--- src/rtl/cdb_grant_scheduler.sv ---
// cdb_grant_scheduler: gives the two CDB broadcast lanes to the 20 FU result ports.
// Each lane grants at most one FU per cycle. The FU is picked in three steps:
// fixed category priority (BEQ > MULT > LS > ALU), then round-robin inside the
// category, then optional starvation aging.
// Define CDB_AGING_EN to build the per-category age counters. A category that
// has been passed over AGE_MAX cycles in a row is then promoted above the fixed
// priority. Without the macro, the fixed priority is strict and ALU can starve.
// Grants are combinational from the current valids, so an FU is granted in the
// same cycle it raises valid.
module cdb_grant_scheduler #(
  parameter int NUM_FU  = 20,
  parameter int AGE_MAX = 7,
  parameter int AGE_W   = 3
) (
  input  logic              clock,
  input  logic              reset,
  input  logic [NUM_FU-1:0] fu_result_valid,
  input  logic [1:0]        cdb_stall,
  output logic [NUM_FU-1:0] fu_grant,
  output logic [1:0]        lane_valid,
  output logic [4:0]        lane_fu_num_0,
  output logic [4:0]        lane_fu_num_1,
  output logic [3:0]        lane_cat_0,
  output logic [3:0]        lane_cat_1
);

  localparam int NUM_LANES = 2;

`ifdef CDB_AGING_EN
  localparam logic [AGE_W-1:0] AGE_LIM = AGE_W'(AGE_MAX);
`endif

  // Per-lane results, merged into the shared outputs at the bottom.
  logic [NUM_FU-1:0] lane_grant [NUM_LANES];
  logic              lane_vld   [NUM_LANES];
  logic [4:0]        lane_num   [NUM_LANES];
  logic [3:0]        lane_cat   [NUM_LANES];

  // Return the first requesting slot at or after ptr, wrapping around a
  // 4-entry category.
  function automatic logic [1:0] pick4(input logic [3:0] req, input logic [1:0] ptr);
    logic [1:0] idx;
    logic       found;
    pick4 = ptr;
    found = 1'b0;
    for (int j = 0; j < 4; j++) begin
      idx = ptr + 2'(j);
      if (!found && req[idx]) begin
        pick4 = idx;
        found = 1'b1;
      end
    end
  endfunction

  // Same scan for a 2-entry category.
  function automatic logic pick2(input logic [1:0] req, input logic ptr);
    pick2 = req[ptr] ? ptr : ~ptr;
  endfunction

  for (genvar gi = 0; gi < NUM_LANES; gi++) begin : g_lane
    // Each category occupies every other FU number, starting at a lane-specific base.
    localparam int BASE_ALU  = (gi == 0) ? 0  : 1;
    localparam int BASE_LS   = (gi == 0) ? 9  : 8;
    localparam int BASE_MULT = (gi == 0) ? 12 : 13;
    localparam int BASE_BEQ  = (gi == 0) ? 17 : 16;
    // Value driven on lane_fu_num_<lane> when the lane is idle.
    localparam int IDLE_NUM  = (gi == 0) ? 0  : 1;

    logic [3:0] alu_req;
    logic [1:0] ls_req;
    logic [1:0] mult_req;
    logic [1:0] beq_req;
    logic [3:0] cat_req;
    logic [3:0] cat_aged;
    logic [3:0] cat_pool;
    logic [3:0] cat_sel;
    logic [1:0] alu_idx;
    logic       ls_idx;
    logic       mult_idx;
    logic       beq_idx;
    logic       granted;
    logic [4:0] fu_num;
    logic [1:0] alu_ptr_q;
    logic [1:0] alu_ptr_d;
    logic       ls_ptr_q;
    logic       ls_ptr_d;
    logic       mult_ptr_q;
    logic       mult_ptr_d;
    logic       beq_ptr_q;
    logic       beq_ptr_d;

    for (genvar ki = 0; ki < 4; ki++) begin : g_alu_req
      assign alu_req[ki] = fu_result_valid[BASE_ALU + 2*ki];
    end

    for (genvar ki = 0; ki < 2; ki++) begin : g_pair_req
      assign ls_req[ki]   = fu_result_valid[BASE_LS   + 2*ki];
      assign mult_req[ki] = fu_result_valid[BASE_MULT + 2*ki];
      assign beq_req[ki]  = fu_result_valid[BASE_BEQ  + 2*ki];
    end

    // Bit order matches lane_cat: bit3 BEQ, bit2 MULT, bit1 LS, bit0 ALU.
    assign cat_req = {|beq_req, |mult_req, |ls_req, |alu_req};

`ifdef CDB_AGING_EN
    logic [AGE_W-1:0] age_q [4];
    logic [AGE_W-1:0] age_d [4];

    for (genvar ci = 0; ci < 4; ci++) begin : g_aged
      assign cat_aged[ci] = cat_req[ci] && (age_q[ci] == AGE_LIM);
    end

    // Age counters: cleared when the category is served or goes idle, otherwise saturating count.
    always_comb begin
      for (int c = 0; c < 4; c++) begin
        age_d[c] = '0;
        if (cat_req[c] && !(granted && cat_sel[c])) begin
          age_d[c] = (age_q[c] == AGE_LIM) ? age_q[c] : age_q[c] + AGE_W'(1);
        end
      end
    end

    // Age register, cleared by reset.
    always_ff @(posedge clock or posedge reset) begin
      if (reset) begin
        for (int c = 0; c < 4; c++) begin
          age_q[c] <= '0;
        end
      end else begin
        for (int c = 0; c < 4; c++) begin
          age_q[c] <= age_d[c];
        end
      end
    end
`else
    assign cat_aged = 4'b0000;
`endif

    // Category select: aged categories outrank everything, then fixed priority BEQ > MULT > LS > ALU.
    always_comb begin
      cat_pool = (cat_aged != 4'b0000) ? cat_aged : cat_req;
      cat_sel  = 4'b0000;
      if (cat_pool[3]) begin
        cat_sel = 4'b1000;
      end else if (cat_pool[2]) begin
        cat_sel = 4'b0100;
      end else if (cat_pool[1]) begin
        cat_sel = 4'b0010;
      end else if (cat_pool[0]) begin
        cat_sel = 4'b0001;
      end
    end

    assign alu_idx  = pick4(alu_req, alu_ptr_q);
    assign ls_idx   = pick2(ls_req, ls_ptr_q);
    assign mult_idx = pick2(mult_req, mult_ptr_q);
    assign beq_idx  = pick2(beq_req, beq_ptr_q);

    // A stalled lane still arbitrates so that its categories keep aging, but it issues no grant.
    assign granted = !reset && !cdb_stall[gi] && (cat_req != 4'b0000);

    // Map the chosen category and slot back to a global FU number.
    always_comb begin
      fu_num = 5'(BASE_ALU) + {2'b00, alu_idx, 1'b0};
      if (cat_sel[3]) begin
        fu_num = 5'(BASE_BEQ) + {3'b000, beq_idx, 1'b0};
      end else if (cat_sel[2]) begin
        fu_num = 5'(BASE_MULT) + {3'b000, mult_idx, 1'b0};
      end else if (cat_sel[1]) begin
        fu_num = 5'(BASE_LS) + {3'b000, ls_idx, 1'b0};
      end
    end

    assign lane_grant[gi] = granted ? (NUM_FU'(1) << fu_num) : '0;
    assign lane_vld[gi]   = granted;
    assign lane_num[gi]   = granted ? fu_num : 5'(IDLE_NUM);
    assign lane_cat[gi]   = granted ? cat_sel : 4'b0000;

    // Round-robin pointers: advance past the winner of the served category only.
    always_comb begin
      alu_ptr_d  = alu_ptr_q;
      ls_ptr_d   = ls_ptr_q;
      mult_ptr_d = mult_ptr_q;
      beq_ptr_d  = beq_ptr_q;
      if (granted) begin
        if (cat_sel[0]) alu_ptr_d  = alu_idx + 2'd1;
        if (cat_sel[1]) ls_ptr_d   = ~ls_idx;
        if (cat_sel[2]) mult_ptr_d = ~mult_idx;
        if (cat_sel[3]) beq_ptr_d  = ~beq_idx;
      end
    end

    // Pointer register, returned to slot 0 by reset.
    always_ff @(posedge clock or posedge reset) begin
      if (reset) begin
        alu_ptr_q  <= 2'd0;
        ls_ptr_q   <= 1'b0;
        mult_ptr_q <= 1'b0;
        beq_ptr_q  <= 1'b0;
      end else begin
        alu_ptr_q  <= alu_ptr_d;
        ls_ptr_q   <= ls_ptr_d;
        mult_ptr_q <= mult_ptr_d;
        beq_ptr_q  <= beq_ptr_d;
      end
    end
  end

  // Lanes cover disjoint FU sets, so OR-ing their grants cannot collide.
  assign fu_grant      = lane_grant[0] | lane_grant[1];
  assign lane_valid    = {lane_vld[1], lane_vld[0]};
  assign lane_fu_num_0 = lane_num[0];
  assign lane_fu_num_1 = lane_num[1];
  assign lane_cat_0    = lane_cat[0];
  assign lane_cat_1    = lane_cat[1];

endmodule

--- config.mk ---
export PLATFORM = sky130hd
export DESIGN_NAME = cdb_grant_scheduler
export DESIGN_NICKNAME = d
export VERILOG_FILES = /design/src/rtl/cdb_grant_scheduler.sv
export SDC_FILE = /design/constraint.sdc
export NUM_CORES = 1
export LEC_CHECK = 0
export BUFFER_PORTS_ARGS = -buffer_cell sky130_fd_sc_hd__buf_2
export CAP_MARGIN = 10
export CORE_MARGIN = 2
export CORE_UTILIZATION = 44
export CTS_CLUSTER_DIAMETER = 50
export DETAILED_ROUTE_END_ITERATION = 12
export GPL_ROUTABILITY_DRIVEN = 0
export PLACE_DENSITY = 0.76
export SYNTH_ARGS = -nofsm -noshare
export SYNTH_HDL_FRONTEND = slang
export SYNTH_SLANG_ARGS = --single-unit
--- constraint.sdc ---
create_clock -name clock -period 2 [get_ports clock]
set_clock_uncertainty 0.2 [all_clocks]
set_input_delay 0.1 -clock clock [delete_from_list [all_inputs] [get_ports clock]]
set_output_delay 0.1 -clock clock [all_outputs]
set_load 0.005 [all_outputs]
=== Yosys cells after proc, flatten, opt, wreduce, memory -nomap -nowiden ===
Index checks and enable logic that the tools add are counted.

* Input bits: 24
* RAM bits: 0
* ROM bits: 0
* Flip-flop bits (word level): 10
* Output and inout port bits: 40
* Word-level logic and storage cells: 155
* Latch bits: 0
* Memories: 0

* Bitwise logic cells: 13
* Divide/modulo/power cells: 0
* Shifts and indexed selects: 2
* Reduce and logical (&&, ||, !) cells: 37
* Multipliers: 0
* Add/sub/neg operators: 15
* Equal/unequal tests: 0
* Multiplexer cells: 66
* Magnitude comparators: 14

{| class="wikitable"
|+ Operators by type and width
! cell !! count
|-
| 2-to-1 mux 20 bit || 2
|-
| 2-to-1 mux 5 bit || 8
|-
| << shifter 1 x 5 -> 20 bit (first input constant) || 2
|-
| 2-to-1 mux 1 bit || 34
|-
| < comparator 2 x 3 -> 1 bit (second input constant) || 8
|-
| 2-to-1 mux 4 bit || 6
|-
| adder 4 x 2 -> 5 bit (first input constant) || 4
|-
| bitwise OR 20 bit || 1
|-
| binary-select mux 1 bit (select 2 bit) || 8
|-
| AND reduction 2 bit || 8
|-
| 2-to-1 mux 2 bit || 7
|-
| < comparator 1 x 2 -> 1 bit (second input constant) || 6
|-
| inverter 1 bit || 12
|-
| OR reduction 2 bit || 6
|-
| adder 5 x 2 -> 5 bit (first input constant) || 2
|-
| logical AND 1 bit || 10
|-
| zero test 1 bit || 9
|-
| adder 2 x 1 -> 2 bit (second input constant) || 4
|-
| adder 2 bit (second input constant) || 4
|-
| nonzero test 4 bit || 2
|-
| OR reduction 4 bit || 2
|-
| adder 1 x 3 -> 4 bit (first input constant) || 1
|-
| 2-to-1 mux 3 bit || 1
|}

=== Depth between registers and ports, before layout ===
Gate-level depths: netlist (run 1).

* Depth after elaboration: 19
* Depth in mapped cells: 7
* Gate-level depth less buffers: 7

=== Least setup slack after synthesis (run 1) ===
No wires, ideal clock.

* Kind: reg-to-output
* From: register g_lane[0].alu_ptr_q[1]
* To: output port fu_grant[4]
* Path buffers: 0
* Data required time: 1.700 ns
* Setup slack: 0.298 ns
* Stages on the path, launching flop included: 5
* Arrival: 1.402 ns
* Cell sequence: dfrtp_1 and3b_1 or4_1 and3_1 nor3b_1

* Word-level cells in the longest chain between the ends: 18
* Elaborated cells on any way between the ends: 29
* Classes of those cells: 3 x add/sub; 1 x shift; 18 x mux; 1 x bitwise; 6 x reduce/logical

{| class="wikitable"
|+ RTL lines
! item !! line !! RTL
|-
| start: declaration || 83 || <nowiki>logic [1:0] alu_ptr_q;</nowiki>
|-
| start signal: assignment || 201 || <nowiki>alu_ptr_q <= alu_ptr_d;</nowiki>
|-
| parallel branches: the longest is 11 deep, another holds adder 2 x 1 -> 2 bit || n/a ||
|-
| 2-to-1 mux 2 bit (*) || 48 || <nowiki>if (!found && req[idx]) begin</nowiki>
|-
| 2-to-1 mux 5 bit (*) || 169 || <nowiki>end else if (cat_sel[1]) begin</nowiki>
|-
| 2-to-1 mux 5 bit (*) || 167 || <nowiki>end else if (cat_sel[2]) begin</nowiki>
|-
| 2-to-1 mux 5 bit (*) || 165 || <nowiki>if (cat_sel[3]) begin</nowiki>
|-
| << shifter 1 x 5 -> 20 bit (*) || 174 || <nowiki>assign lane_grant[gi] = granted ? (NUM_FU'(1) << fu_num) : '0;</nowiki>
|-
| 2-to-1 mux 20 bit (*) || 174 ||
|-
| bitwise OR 20 bit (*) || 210 || <nowiki>assign fu_grant = lane_grant[0] | lane_grant[1];</nowiki>
|-
| end: declaration || 19 || <nowiki>output logic [NUM_FU-1:0] fu_grant,</nowiki>
|}

Mark *: on every way between the ends. The select of a mux whose other input is x is not followed.

=== Worst setup path in the final report (run 1) ===
* From: register g_lane[0].alu_ptr_q[1]
* To: output port lane_fu_num_0[2]

* Word-level cells in the longest chain between the ends: 16
* Elaborated cells on any way between the ends: 27
* Classes of those cells: 3 x add/sub; 18 x mux; 6 x reduce/logical

{| class="wikitable"
|+ RTL lines
! item !! line !! RTL
|-
| parallel branches: the longest is 11 deep, another holds adder 2 x 1 -> 2 bit || n/a ||
|-
| 2-to-1 mux 2 bit (*) || 48 ||
|-
| 2-to-1 mux 5 bit (*) || 169 ||
|-
| 2-to-1 mux 5 bit (*) || 167 ||
|-
| 2-to-1 mux 5 bit (*) || 165 ||
|-
| 2-to-1 mux 5 bit (*) || 176 || <nowiki>assign lane_num[gi] = granted ? fu_num : 5'(IDLE_NUM);</nowiki>
|-
| end: declaration || 21 || <nowiki>output logic [4:0] lane_fu_num_0,</nowiki>
|}

Marks and branches as above.

==> run_results.csv, run 1 <==
group,metric,value,unit
run_status,status,"complete, but fails checks",
run_status,violations,"hold timing, setup timing",
synthesis,synth_top_family_by_area,"simple AND/OR/NAND/NOR gates",
worst_setup_path,critPathLaunchType,"flip-flop",
placed_design,dpl.hpwl,2480,um
timing,max_freq,491,MHz
worst_setup_path,path_buf_inv,1,
flow_run,max_cap_viol_count,0,
power,seqPwrFrac,0.370,
power,p_leak,0.925,nW
timing,whs,-0.0102,ns
timing,setup_slack,-0.0364,ns
worst_setup_path,reg2reg_from,"g_lane[1].alu_ptr_q[1]$_DFFE_PP0P_",
global_routing,grt_max_degree,11,
cells_and_area,final_common_cell,"buf_2",
floorplan,placeableCoreArea,0.00248,mm^2
clock_network,cts_tree,"built",
synthesis,synth_xor_area_frac,0.0153,
global_routing,grt_pass1_wl,4600,um
global_routing,grt_usage,0.204,
synthesis,synth_cells,164,
power,netSwitchingFraction,0.364,
synthesis,synth_fa_ha_area_frac,0,
power,power_density,432,mW/mm^2
power,clkPwrFrac,0.168,
worst_setup_path,path_class,"reg -> out",
synthesis,yosys.area_share.simple,0.433,
clock_network,clkTransAtPathRegs,0.06,ns
synthesis,syn-num-nets,188,
synthesis,synth_compound_area_frac,0.227,
floorplan,die_w,55.1,um
cells_and_area,area_growth,51.8,%
routing,wl_per_cell,12.1,um
routing,drt_iter0_markers,31,
worst_setup_path,arrival,1.74,ns
floorplan,fp.dieH,55.1,um
routing,dr.pass1.iters,4,
global_routing,grt_pass1_vias,1129,
clock_network,clock_path_buffers,2,
floorplan,rows,18,
worst_setup_path,slowest_delay,0.44,ns
synthesis,synth_ff_type,"dfrtp_1",
floorplan,die-area,0.00303,mm^2
synthesis,syn-mean-instance-area,7.00,um^2
worst_setup_path,cp.required,1.70,ns
global_routing,top_usage_layer,"met2",
worst_hold_path,holdCritStartpoint,"reset",
cells_and_area,final_cells,271,
power,ir_drop,0.255,mV
cells_and_area,fillers,210,
worst_hold_path,min_path_type,"in -> reg",
worst_setup_path,worstSetupStartpoint,"g_lane[0].alu_ptr_q[1]$_DFFE_PP0P_",
synthesis,yosys_register_bits,10,
power,comb_power_share,0.462,
worst_setup_path,critical-path-top-delay-family,"simple AND/OR/NAND/NOR gates",
synthesis,synth_area,0.00115,mm^2
synthesis,ys_async_sr_fraction,1.00,
clock_network,cts-root-buf,"clkbuf_4",
placed_design,pre_cts_slack,0.168,ns
cells_and_area,fin_nets,267,
routing,drcViolationCount,0,
timing,drv_slew,0,
timing,period_share,1.02,
clock_network,clk_latency,0.25,ns
worst_setup_path,critical_path.slowest_cell,"dfrtp_2",
synthesis,ys_types,46,
timing,slew_headroom,0.655,
cells_and_area,layout_common_cells,"buf_2, nor2_1, nand2_1, inv_1, buf_4",
routing,vias,1439,
synthesis,synth.area.mux_share,0.0382,
cells_and_area,final_util,0.703,
timing,finalHoldViolCount,1,
global_routing,grt-ovfl-total,0,
worst_setup_path,cp-end-kind,"output port",
routing,ant_nets,0,
clock_network,clkSinkCount,10,
routing,via_per_inst,5.31,
global_routing,use_met2,0.385,
synthesis,synth-edff-count,0,
global_routing,gr-usage-met3,0.0215,
timing,finalSetupViolCount,7,
synthesis,synth.yosys.seq_area_share,0.218,
global_routing,grt_use_met1,0.245,
power,p_switching,0.274,mW
power,power,0.753,mW
global_routing,antenna_found_initial,0,
cells_and_area,drive_gt1_frac,0.469,
routing,postRouteWirelength,3280,um
timing,tightest_slew,0.513,ns
worst_setup_path,crit_fanout,6,
timing,rsz0062_at_grt,"true",
cells_and_area,antenna-diode-count,0,
clock_network,cts_max_level,1,
floorplan,start_util,0.463,
timing,period_needed,2.04,ns
floorplan,ioPinCount,64,
synthesis,yosys_warnings,0,
placed_design,io_buffer_count,63,
worst_setup_path,path_cells,"and3b_1 -> or4_4 -> and3_4 -> nor3_2 -> buf_2",
clock_network,cts_buffers,3,
power,internal_power,0.478,mW
placed_design,dp_cells,258,
[per-layer routing]
metal	routed length, um	share of wire	vias to the layer above
li1	-	-	741
met1	1460	0.45	635
met2	1550	0.47	61
met3	242	0.074	2
met4	19	0.0058	0
met5	0	0	-
[sequential cells by signal, summed over array words and instances, names as in the netlist]
signal / cells
g_lane.alu_ptr_q: 4
g_lane.beq_ptr_q: 2
g_lane.ls_ptr_q: 2
g_lane.mult_ptr_q: 2
[synth_stat cells, types with 2 or more instances]
library cell  number  share of area
a21oi_1            9          0.039
inv_1             12          0.039
nor3_1             7          0.031
or2_2              4          0.022
nor3b_2            2          0.022
nor2_1            30          0.098
and3b_1            2          0.015
o41ai_1            2          0.015
nor3b_1            4          0.026
o21bai_1           2          0.013
a31oi_1            3          0.016
dfrtp_1           10           0.22
nand3_1            4          0.017
o2111a_1           2          0.020
and3_1             4          0.022
mux2_2             2          0.020
nor4_1             2          0.011
nor2b_1            7          0.038
nand2_1           17          0.056
xor2_1             2          0.015
buf_4              4          0.026
o21ai_0            9          0.039
[kinds of logic after synthesis]
kind of cell    after synthesis
mux                           4
buf+inv                      17
flops                        10
xor+xnor                      2
simple gates                 92
compound gates               39
[final cells by class]
cell class	count	area, um^2	share of cell area
multi-input cells	137	932	0.535
inverters	12	45.0	0.0259
repair buffers	79	452	0.259
clock buffers	3	22.5	0.0129
well taps	30	37.5	0.0216
flip-flops and latches	10	253	0.145
[power by group through the flow]
stage | logic [mW] | registers, mW | clock network (mW)
after floorplan | 0.178 | 0.270 | 0
after global placement | 0.269 | 0.278 | 0
after global routing | 0.384 | 0.285 | 0.139
after detailed placement | 0.275 | 0.277 | 0
after CTS | 0.301 | 0.275 | 0.133
final | 0.348 | 0.279 | 0.126
[through the flow]
stage | setup TNS, ns | instance area [um^2]
after global routing | -1.01 | 1740
after global placement | 0 | 1510
after floorplan | 0 | 1150
after detailed placement | 0 | 1510
after CTS | -0.183 | 1620
final | -0.129 | 1740
[repair_timing]
| action | in CTS | in global routing |
|---|---|---|
| setup buffers | 1 | 4 |
| hold buffers | 5 | 0 |
| pin swaps | 0 | 12 |
| hold endpoints to repair | 13 | 0 |
| setup endpoints to repair | 7 | 13 |
| resized for setup | 5 | 25 |
[worst register-to-register path, delay by kind of cell, from the launching register on]
| family | cells | cell delay, ns |
|---|---|---|
| compound gates | 2 | 0.49 |
| buf+inv | 2 | 0.26 |
| simple gates | 2 | 0.12 |
| flops | 1 | 0.45 |
| xor+xnor | 1 | 0.13 |
[path summary, 6_finish.rpt]
path	slack (ns)	cells after the start	end
min in group asynchronous	0.23	3	g_lane[1].ls_ptr_q$_DFFE_PP0P_
worst min-delay path	-0.01	4	g_lane[1].beq_ptr_q$_DFFE_PP0P_
worst min register to register	0.30	1	g_lane[0].ls_ptr_q$_DFFE_PP0P_
worst max register to register	0.21	7	g_lane[1].alu_ptr_q[1]$_DFFE_PP0P_
worst max-delay path	-0.04	5	lane_fu_num_0[2]
max in group asynchronous	1.09	3	g_lane[0].alu_ptr_q[1]$_DFFE_PP0P_
No activity file was read; power rests on OpenSTA's default activity.
==> run 2: changes to the inputs <==
--- a/config.mk
+++ b/config.mk
@@ -5,14 +5,15 @@
 export SDC_FILE = /design/constraint.sdc
 export NUM_CORES = 1
 export LEC_CHECK = 0
+export ABC_AREA = 1
 export BUFFER_PORTS_ARGS = -buffer_cell sky130_fd_sc_hd__buf_2
 export CAP_MARGIN = 10
 export CORE_MARGIN = 2
-export CORE_UTILIZATION = 44
+export CORE_UTILIZATION = 45
 export CTS_CLUSTER_DIAMETER = 50
 export DETAILED_ROUTE_END_ITERATION = 12
 export GPL_ROUTABILITY_DRIVEN = 0
-export PLACE_DENSITY = 0.76
+export PLACE_DENSITY = 0.73
 export SYNTH_ARGS = -nofsm -noshare
 export SYNTH_HDL_FRONTEND = slang
 export SYNTH_SLANG_ARGS = --single-unit
==> run_results.csv, run 2 <==
group,metric,value,unit
timing,period_needed,2.51,ns
power,ir_drop,0.493,mV
timing,tns,-5.51,ns
cells_and_area,fin_nets,372,
timing,whs,0.0180,ns
timing,period_share,1.26,
timing,rsz0062_at_grt,"true",
power,p_leak,1.19,nW
routing,ant_nets,0,
placed_design,io_buffer_count,63,
worst_setup_path,arrival,2.21,ns
power,p_switching,0.660,mW
global_routing,grt_max_degree,13,
routing,dr.pass1.iters,4,
routing,drt_iter0_markers,116,
synthesis,yosys.area_share.simple,0.496,
cells_and_area,drive_gt1_frac,0.493,
global_routing,top_usage_layer,"met2",
clock_network,cts-root-buf,"clkbuf_4",
synthesis,synth-edff-count,0,
clock_network,clock_path_buffers,2,
synthesis,synth.area.mux_share,0,
cells_and_area,final_cells,380,
global_routing,grt_usage,0.222,
timing,tightest_slew,0.613,ns
cells_and_area,top_register,"g_lane.alu_ptr_q",
run_status,violations,"setup timing",
cells_and_area,antenna-diode-count,0,
timing,max_freq,398,MHz
flow_run,max_cap_viol_count,0,
cells_and_area,layout_common_cells,"buf_2, nor2_1, nand2_1, inv_1, nand2_2",
floorplan,die-area,0.00355,mm^2
worst_setup_path,critPathLaunchType,"flip-flop",
synthesis,synth_top_family_by_area,"simple AND/OR/NAND/NOR gates",
timing,finalSetupViolCount,15,
clock_network,cts_tree,"built",
floorplan,die_w,59.6,um
synthesis,yosys.area.top_type,"nand2_1",
worst_setup_path,path_class,"reg -> out",
clock_network,clk_latency,0.27,ns
global_routing,grt_pass1_vias,1574,
global_routing,grt_pass1_wl,6270,um
worst_hold_path,min_path_type,"in -> reg",
worst_setup_path,reg2reg_depth,12,
global_routing,grt-ovfl-total,0,
routing,postRouteWirelength,4550,um
synthesis,ys_async_sr_fraction,1.00,
routing,vias,1966,
synthesis,yosys_register_bits,10,
synthesis,synth.yosys.seq_area_share,0.180,
synthesis,synth.top_cells.by_count,"nand2_1, nor2_1, inv_1",
timing,slew_headroom,0.587,
floorplan,rows,20,
synthesis,ys_types,31,
synthesis,syn-num-nets,282,
timing,drv_slew,0,
cells_and_area,area_growth,63.8,%
synthesis,synth_fa_ha_area_frac,0,
clock_network,cts_max_level,1,
cells_and_area,fillers,244,
floorplan,start_util,0.463,
global_routing,grt_use_met1,0.288,
routing,wl_per_cell,12.0,um
worst_hold_path,min_delay_path_depth,4,
cells_and_area,final_util,0.759,
power,seqPwrFrac,0.202,
power,internal_power,0.772,mW
floorplan,ioPinCount,64,
worst_setup_path,crit_fanout,6,
timing,finalHoldViolCount,0,
synthesis,synth_cells,258,
floorplan,placeableCoreArea,0.00300,mm^2
worst_setup_path,cp.required,1.70,ns
cells_and_area,final_common_cell,"buf_2",
synthesis,post-synth-top-count-cell,"nand2_1",
global_routing,use_met2,0.400,
synthesis,synth_ff_type,"dfrtp_1",
synthesis,syn-mean-instance-area,5.39,um^2
worst_setup_path,cp-end-kind,"output port",
power,netSwitchingFraction,0.461,
clock_network,cts_buffers,3,
synthesis,synth_area,0.00139,mm^2
synthesis,synthTopCellsByArea,"nand2_1, dfrtp_1, nor2_1, inv_1, nand3_1",
timing,setup_slack,-0.511,ns
power,comb_power_share,0.670,
cells_and_area,largest_register_ffs,4,
routing,drcViolationCount,0,
placed_design,dpl.hpwl,2980,um
placed_design,pre_cts_slack,-0.204,ns
power,clkPwrFrac,0.127,
synthesis,synth_top_cell_area_share,0.192,
global_routing,gr-usage-met3,0.0109,
power,power_density,628,mW/mm^2
routing,via_per_inst,5.17,
placed_design,dp_cells,364,
global_routing,antenna_found_initial,0,
synthesis,yosys_warnings,0,
clock_network,clkTransAtPathRegs,0.07,ns
synthesis,synth_compound_area_frac,0.167,
synthesis,synth_xor_area_frac,0.00629,
clock_network,clkSinkCount,10,
floorplan,fp.dieH,59.6,um
run_status,status,"complete, but fails checks",
## run 2: final timing paths
kind	from	to	slack, ns
max	g_lane[0].alu_ptr_q[0]$_DFFE_PP0P_	lane_fu_num_0[1]	-0.51
min	fu_result_valid[14]	g_lane[0].mult_ptr_q$_DFFE_PP0P_	0.02
max reg2reg	g_lane[0].alu_ptr_q[0]$_DFFE_PP0P_	g_lane[0].alu_ptr_q[1]$_DFFE_PP0P_	-0.15
min reg2reg	g_lane[1].mult_ptr_q$_DFFE_PP0P_	g_lane[1].mult_ptr_q$_DFFE_PP0P_	0.31
max in group asynchronous	reset	g_lane[0].alu_ptr_q[1]$_DFFE_PP0P_	1.11
min in group asynchronous	reset	g_lane[1].alu_ptr_q[1]$_DFFE_PP0P_	0.19
## run 2: power by group through the flow
stage	logic (mW)	clock network (mW)	registers, mW
5_1_grt	1.04	0.194	0.294
6_report	0.960	0.182	0.289
4_1_cts	0.664	0.186	0.279
2_1_floorplan	0.426	0	0.268
3_3_place_gp	0.595	0	0.278
3_5_place_dp	0.597	0	0.279
## run 2: worst max-delay path: stages, from the launching register on
cell and delay (ns):
dfrtp_2 0.50, buf_6 0.16, nand2_1 0.09, o21ai_2 0.08, nand2_2 0.08, o21ai_2 0.06
buf_4 0.14, o21ai_1 0.20, nand3_2 0.12, nand3_2 0.08, nand2_2 0.07, buf_4 0.13
a21oi_1 0.11, buf_2 0.12
## run 2: metrics by stage
stage / total power [mW] / area, um^2
after floorplan: 0.694 / 1390
after global placement: 0.873 / 1820
after detailed placement: 0.876 / 1820
after CTS: 1.13 / 1950
after global routing: 1.53 / 2280
final: 1.43 / 2280
## run 2: kinds of logic (layout without fill, tap and decap cells)
| logic type | count (synthesis) | after routing |
|---|---|---|
| AND/OR/NAND/NOR | 161 | 161 |
| buffers and inverters | 48 | 137 |
| AO/OA/AOI/OAI | 38 | 38 |
| flip-flops | 10 | 10 |
| XOR/XNOR | 1 | 1 |
## run 2: final cells by class
type,count,area (um^2),area share
Multi-Input combinational cell,200,1220,0.534
Timing Repair Buffer,92,571,0.250
Sequential cell,10,254,0.111
Inverter,41,160,0.0703
Tap cell,33,41.3,0.0181
Clock buffer,4,36.3,0.0159
## run 2: timing repair
action                                 in CTS  in global routing
buffers inserted                            4                  7
resized for setup                          21                 70
pin swaps                                   7                 31
hold buffers                                1                  0
endpoints found under the hold margin      10                  0
setup endpoints to repair                  14                 16
## run 2: layer usage
layer / vias to the layer above / share of wire
met4: 0 / 0.021
met2: 69 / 0.51
met3: 10 / 0.043
met5: - / 0
met1: 886 / 0.42
li1: 1001 / -
